$ cat config.mk
export PLATFORM = sky130hd
export DESIGN_NAME = arb_burst_sequencer
export DESIGN_NICKNAME = d
export VERILOG_FILES = /design/src/rtl/arb_burst_sequencer.sv
export SDC_FILE = /design/constraint.sdc
export NUM_CORES = 1
export LEC_CHECK = 0
export CORE_AREA = 3 3 138 140
export DETAILED_ROUTE_END_ITERATION = 16
export DIE_AREA = 0 0 141 143
export GPL_TIMING_DRIVEN = 0
export PLACE_DENSITY_LB_ADDON = 0.12
export SLEW_MARGIN = 20
export SYNTH_ARGS = -nofsm -noshare
export SYNTH_HDL_FRONTEND = slang
export SYNTH_SLANG_ARGS = --single-unit
$ cat constraint.sdc
create_clock -name clk -period 2.5 [get_ports clk]
set_input_delay 0.5 -clock clk [delete_from_list [all_inputs] [get_ports clk]]
set_output_delay 0.5 -clock clk [all_outputs]
set_load 0.1 [all_outputs]
$ cat src/rtl/arb_burst_sequencer.sv
// -----------------------------------------------------------------------------
// arb_burst_sequencer
//
// Sits behind the round-robin grant logic. It samples the arbiter's winner
// while idle and locks that requester for a burst of len+1 beats. It muxes the
// owner's beats onto a single valid/ready output. It also owns the registered
// priority mask fed back to the arbiter. That mask advances only when a burst
// completes, not on every grant cycle.
//
// Parameters
//   WIDTH   number of requesters (power of two, >= 2)
//   DATA_W  beat data width
//   LEN_W   burst-length field width (burst = len + 1 beats)
//
// Ports
//   clk                  clock, all state on the rising edge
//   reset                asynchronous, active-high reset
//   req_vector           per-requester beat valid
//   req_data             flat per-requester beat data, slice i at [i*DATA_W +: DATA_W]
//   req_len              flat per-requester burst length minus one
//   grant_idx            arbiter winner index
//   grant_valid          arbiter has a winner
//   req_priority_vector  registered priority mask back to the arbiter
//   req_ready            one-hot beat accept toward the owning requester
//   out_valid            output beat valid
//   out_data             output beat data
//   out_idx              owning requester index
//   out_last             final beat of the burst
//   out_ready            downstream accept
//   busy                 burst in progress
// -----------------------------------------------------------------------------
module arb_burst_sequencer #(
    parameter int WIDTH  = 8,
    parameter int DATA_W = 32,
    parameter int LEN_W  = 4,
    localparam int IDX_W = $clog2(WIDTH)
) (
    input  logic                    clk,
    input  logic                    reset,
    input  logic [WIDTH-1:0]        req_vector,
    input  logic [WIDTH*DATA_W-1:0] req_data,
    input  logic [WIDTH*LEN_W-1:0]  req_len,
    input  logic [IDX_W-1:0]        grant_idx,
    input  logic                    grant_valid,
    output logic [WIDTH-1:0]        req_priority_vector,
    output logic [WIDTH-1:0]        req_ready,
    output logic                    out_valid,
    output logic [DATA_W-1:0]       out_data,
    output logic [IDX_W-1:0]        out_idx,
    output logic                    out_last,
    input  logic                    out_ready,
    output logic                    busy
);

    typedef enum logic {
        IDLE  = 1'b0,
        BURST = 1'b1
    } state_t;

    localparam logic [WIDTH-1:0] ALL_ONES = '1;

    state_t             state_reg, state_next;
    logic [IDX_W-1:0]   owner_reg, owner_next;
    logic [LEN_W-1:0]   count_reg, count_next;
    logic [WIDTH-1:0]   prio_reg,  prio_next;

    // The shift amount is one bit wider than the index.
    // When owner = WIDTH-1, owner + 1 must reach WIDTH and clear the whole
    // mask, rather than wrapping to a shift of 0.
    logic [IDX_W:0]     shamt;

    logic [DATA_W-1:0]  data_slice [WIDTH];
    logic [LEN_W-1:0]   len_slice  [WIDTH];
    logic               in_burst;
    logic               fire;

    assign in_burst = (state_reg == BURST);

    generate
        for (genvar gi = 0; gi < WIDTH; gi++) begin : g_req
            assign data_slice[gi] = req_data[gi*DATA_W +: DATA_W];
            assign len_slice[gi]  = req_len[gi*LEN_W +: LEN_W];
            // Only the owner sees out_ready, and only while a burst is held.
            assign req_ready[gi]  = in_burst & out_ready & (owner_reg == IDX_W'(gi));
        end
    endgenerate

    always_ff @(posedge clk or posedge reset) begin
        if (reset) begin
            state_reg <= IDLE;
            owner_reg <= '0;
            count_reg <= '0;
            prio_reg  <= ALL_ONES;
        end else begin
            state_reg <= state_next;
            owner_reg <= owner_next;
            count_reg <= count_next;
            prio_reg  <= prio_next;
        end
    end

    always_comb begin
        state_next = state_reg;
        owner_next = owner_reg;
        count_next = count_reg;
        prio_next  = prio_reg;
        out_valid  = 1'b0;
        out_last   = 1'b0;
        fire       = 1'b0;
        shamt      = {1'b0, owner_reg} + (IDX_W+1)'(1);

        unique case (state_reg)
            IDLE: begin
                // The winner and its length are captured here only. Later
                // grant or length changes cannot disturb the locked burst.
                if (grant_valid) begin
                    owner_next = grant_idx;
                    count_next = len_slice[grant_idx];
                    state_next = BURST;
                end
            end
            BURST: begin
                // If the owner drops its valid, the burst simply stalls.
                // The count and ownership are held, and nothing is aborted.
                out_valid = req_vector[owner_reg];
                out_last  = out_valid & (count_reg == '0);
                fire      = out_valid & out_ready;
                if (fire) begin
                    if (count_reg != '0) begin
                        count_next = count_reg - LEN_W'(1);
                    end else begin
                        prio_next  = ALL_ONES << shamt;
                        state_next = IDLE;
                    end
                end
            end
            default: state_next = IDLE;
        endcase
    end

    assign req_priority_vector = prio_reg;
    assign out_data            = data_slice[owner_reg];
    assign out_idx             = owner_reg;
    assign busy                = in_burst;

endmodule

**After elaboration in Yosys (flattened, before gate mapping)**

Index checks and enable logic that the tools add are counted.

- Bitwise operators: 15
- Eq/ne operators: 10
- Reductions and logical operators: 6
- $lt $le $gt $ge: 3
- Shift-type cells: 1
- Multiplexer cells: 18
- $add $sub $neg: 2

Operators by type and width:

| kind | number |
|---|---|
| 32-bit binary-select mux with 3-bit select | 1 |
| 32-bit two-way mux | 2 |
| 4-bit two-way mux | 5 |
| 4-bit binary-select mux with 3-bit select | 1 |
| 3-bit equality test (second input constant) | 4 |
| 1-bit bitwise AND | 11 |
| 4-bit greater-or-equal comparator (second input constant) | 2 |
| 3-bit NOT with 4-bit output | 2 |
| 4-bit one-hot mux with 2 select lines | 1 |
| 8-bit by 4-bit left shift with 8-bit output (first input constant) | 1 |
| 3-bit by 2-bit equality test with 1-bit output (second input constant) | 2 |
| 1-bit two-way mux | 6 |
| 3-bit AND reduction | 2 |
| 3-bit by 1-bit adder with 4-bit output (second input constant) | 1 |
| 4-bit logical NOT | 1 |
| 3-bit by 4-bit less-than comparator with 1-bit output (second input constant) | 1 |
| 2-bit by 1-bit != test with 1-bit output (second input constant) | 2 |
| 4-bit nonzero test | 1 |
| 4-bit by 1-bit subtractor with 4-bit output (second input constant) | 1 |
| 1-bit binary-select mux with 3-bit select | 1 |
| 3-bit by 1-bit equality test with 1-bit output (second input constant) | 1 |
| 3-bit logical NOT | 1 |
| 2-bit != test (second input constant) | 1 |
| 1-bit NOT | 2 |
| other kinds (2) | 2 |

- Flip-flop bits (word level): 16
- Output and inout port bits: 54

**Longest topological paths before layout**

- Depth after elaboration: 6
- Mapped depth: 9

**Worst setup path before layout**

OpenSTA, ideal clock, no wires.

- Kind: register to output
- From: reg owner_reg[0], in the netlist out_idx[0]
- To: out out_last
- Cell stages (with the launch flop): 7
- Required time: 2000 ps
- Slack: -974 ps
- Path buffers: 1
- Data arrival time: 2974 ps
- Cell sequence: dfrtp_1 -> buf_2 -> nor2_1 -> a22o_1 -> nor2_1 -> nand2_1 -> nor2_1

- Longest elaborated chain between the ends: 4

RTL lines:

| element | line | RTL |
|---|---|---|
| from (decl) | 63 | `logic [IDX_W-1:0] owner_reg, owner_next;` |
| from (signal assigned) | 96 | `owner_reg <= owner_next;` |
| 1-bit binary-select mux with 3-bit select | 125 | `out_valid = req_vector[owner_reg];` |
| 1-bit two-way mux (not written as such) | 125 |  |
| 1-bit bitwise AND | 126 | `out_last = out_valid & (count_reg == '0);` |
| 1-bit two-way mux | 112 | `unique case (state_reg)` |
| to (decl) | 50 | `output logic out_last,` |

No other way between the ends. The select of a mux whose other input is x is not followed.

**Worst setup path in the final report**

- From: reg owner_reg[0], in the netlist out_idx[0]
- To: out out_data[31]

- Longest elaborated chain between the ends: 4

RTL lines:

| element | line | RTL |
|---|---|---|
| 3-bit NOT with 4-bit output (not written as such) | 142 | `assign out_data = data_slice[owner_reg];` |
| 32-bit binary-select mux with 3-bit select | 142 |  |
| 32-bit two-way mux (not written as such) (2 in series) | 142 |  |
| to (decl) | 48 | `output logic [DATA_W-1:0] out_data,` |

No other way between the ends. The select of a mux whose other input is x is not followed.

==> reports/qor.csv <==
stage,metric,value,unit
status,outcome,finished clean,
layout,area occupied by multi-input gates,2980,um^2
synthesis,cell count after synthesis,308,
global_route,GRT met1 Usage,22.0,%
synthesis,mean post-synth cell area,10.5,um^2
pwr,total power,12000,uW
global_route,Tot GR Track Use,18.0,%
worst_setup_path,Worst path slowest cell,mux4_2,
global_route,first-pass GRT wire length,27700,um
sta,Clock Skew,0.00475,ns
drt,routed vias,4223,
drt,Post-DRT Antenna Nets,0,
place,Routability Congestion,0.890,
worst_hold_path,min-delay worst type,reg -> reg,
sta,relative slew slack,33.2,%
run,Max Cap Viol,0,
global_route,largest net degree at the start of global routing,17,
clock_tree,Root Buffer,clkbuf_16,
drt,drt pass-1 iters,4,
worst_setup_path,CP required,2.00,ns
clock_tree,clock sinks,16,
layout,# nets final,992,
worst_setup_path,crit path cell chain,buf_8 -> buf_12 -> buf_12 -> mux4_2 -> nand2_2 -> nand2_4 -> buf_12,
floorplanning,die area,20200,um^2
clock_tree,Longest Clk Path Bufs,2,
drt,post-DR wirelength/cell,21.7,um
pwr,power per cell area,1480,nW/um^2
sta,unrepaired setup endpoints after global routing,yes,
drt,WL final,19700,um
sta,fin crit share,98.7,%
synthesis,top_reg_cell synth,dfstp_2,
synthesis,Cell variety after synth,34,
layout,share of layout cells above drive strength 1,36.7,%
pwr,Peak supply drop,0.00124,V
worst_setup_path,CP max stage delay,0.54,ns
synthesis,Synth area leaders,"mux4_2, nand2_1, dfstp_2",
place,IO buf count,353,
place,placed insts,890,
layout,Final Non-Filler Cells,909,
drt,vias per cell,4.65,
place,placed inst area,7350,um^2
clock_tree,htree depth,1,
worst_setup_path,critical path class,reg -> out,
floorplanning,Die W,141,um
synthesis,YS warnings,0,
pwr,Pleak,0.00322,uW
floorplanning,Core Region,18000,um^2
sta,Slew @ Worst Pin,0.999,ns
worst_setup_path,most frequent CP cell,buf_12,
synthesis,Synth area leader,mux4_2,
synthesis,"Cell Area, Synth",3230,um^2
sta,Final Setup Violations,0,
worst_setup_path,Startpoint Class,register,
layout,register area,422,um^2
floorplanning,Starting Density,18.0,%
drt,drc violations,0,
sta,Final Slew Violations,0,
layout,# fillers,1694,
drt,First DRT Iteration DRCs,114,
global_route,met2 GRT Util,33.8,%
synthesis,"count leader, synth",nand2_1,
layout,post-layout util,45.0,%
synthesis,"flops & latches, synth",16,
clock_tree,TritonCTS clock tree,built,
global_route,busiest grt layer,met2,
floorplanning,row count,49,
layout,P&R area growth vs syn,150,%
sta,total negative setup slack,0,ns
worst_setup_path,CP arrival,1.97,ns
synthesis,sequential-to-total area share from yosys stat,12.7,%
global_route,gr ovfl total,0,
worst_setup_path,CP endpoint kind,output pin,
floorplanning,DIE HEIGHT,143,um
clock_tree,worst skew pair latency,0.25,ns
global_route,initial antenna violation count,1,
sta,final hold viol count,0,
synthesis,most instantiated cells after synthesis,"nand2_1, mux4_2, clkbuf_1",
sta,fmax,0.405,GHz
global_route,number of global-route vias before repair,4425,
synthesis,Synth Net Count,620,
synthesis,Yosys top cell area share,50.2,%
synthesis,number of synthesized flops with an enable pin,0,
clock_tree,"Reg clk slew, reported paths",0.05,ns
layout,max FFs per register,8,
floorplanning,io pins,357,
layout,fin area,8090,um^2
synthesis,Post-synth ARST share,100,%
global_route,M3 GR Usage,3.88,%
place,DP Wirelength,16900,um
sta,Final min period,2.47,ns
clock_tree,CTS Buf Count,3,
worst_setup_path,CP Max Fanout,10,
[metal layers]
metal,vias to the layer above,part of all wire [%]
met1,2055,39
met4,0,0.66
met5,-,0
met2,235,54
met3,10,7.0
li1,1923,-
[worst paths after layout]
check | from | to | slack (ns) | depth (start not counted)
max | out_idx[0]$_DFFE_PP0P_ | out_data[31] | 0.03 | 7
min | req_priority_vector[4]$_DFFE_PP1P_ | req_priority_vector[4]$_DFFE_PP1P_ | 0.48 | 2
max reg2reg | out_idx[0]$_DFFE_PP0P_ | req_priority_vector[1]$_DFFE_PP1P_ | 0.34 | 7
min reg2reg | req_priority_vector[4]$_DFFE_PP1P_ | req_priority_vector[4]$_DFFE_PP1P_ | 0.48 | 2
max in group asynchronous | reset | out_idx[2]$_DFFE_PP0P_ | 1.35 | 2
min in group asynchronous | reset | count_reg[1]$_DFFE_PP0P_ | 0.66 | 2
[power by group]
group          internal (uW)  total [uW]  leakage (uW)  switching, uW
Combinational           4250       11200       0.00300           6900
Sequential               431         533      0.000175            102
Clock                    216         316     0.0000382           99.8
[logic make-up (layout without fill, tap and decap cells)]
group | after synthesis | after routing | synth area share [%]
AND/OR/NAND/NOR | 137 | 137 | 18.4
multiplexers | 88 | 88 | 56.1
buffers and inverters | 40 | 411 | 5.30
AO/OA/AOI/OAI | 18 | 18 | 3.95
flip-flops | 16 | 16 | 12.7
adder cells (fa/ha/maj) | 9 | 9 | 3.48
other | 0 | 1 | 0
[critical path: cells and delay by family, from the launching register on]
kind / cells / cell delay [ns]
buf+inv: 4 / 0.60
flops: 1 / 0.41
mux: 1 / 0.54
simple gates: 2 / 0.16
[layout make-up]
type                    instances  area share [%]
diodes                          1          0.0309
plain buffers                  29            4.28
clock buffers                   4           0.974
inverters                      11           0.557
multi-input cells             252            36.8
flip-flops and latches         16            5.21
well taps                     229            3.54
repair buffers                367            48.6
[cell usage in the layout (no fill, tap or decap), drive strengths merged, types with 2 or more instances in the layout]
cell           netlist  routed
clkbuf              15      20
a311o                2       2
clkdlybuf4s50        0     311
o21ai                4       4
a22o                 2       2
nor2                10      10
nor3b                3       3
mux2i                8       8
buf                 14      68
dfstp                8       8
inv                 11      10
nand2              105     105
a21oi                5       5
nand2b               2       2
and3                11      11
dfrtp                8       8
mux4                72      72
ha                   9       9
mux2                 8       8
[per-stage QoR]
stage	setup WS, ns	hold WS, ns
floorplan	-0.155	0.408
finish	0.0325	0.478
global route	-0.0439	0.504
detailed placement	-1.40	0.470
global placement	-1.41	0.462
CTS	0.000327	0.483
[what timing repair did]
item / CTS / global route
cloned: 0 / 3
pin swaps: 0 / 2
setup endpoints to repair: 48 / 40
setup buffers: 9 / 2
resized for setup: 362 / 53
hold buffers: 0 / 0
(Power assumes the default switching activity.)
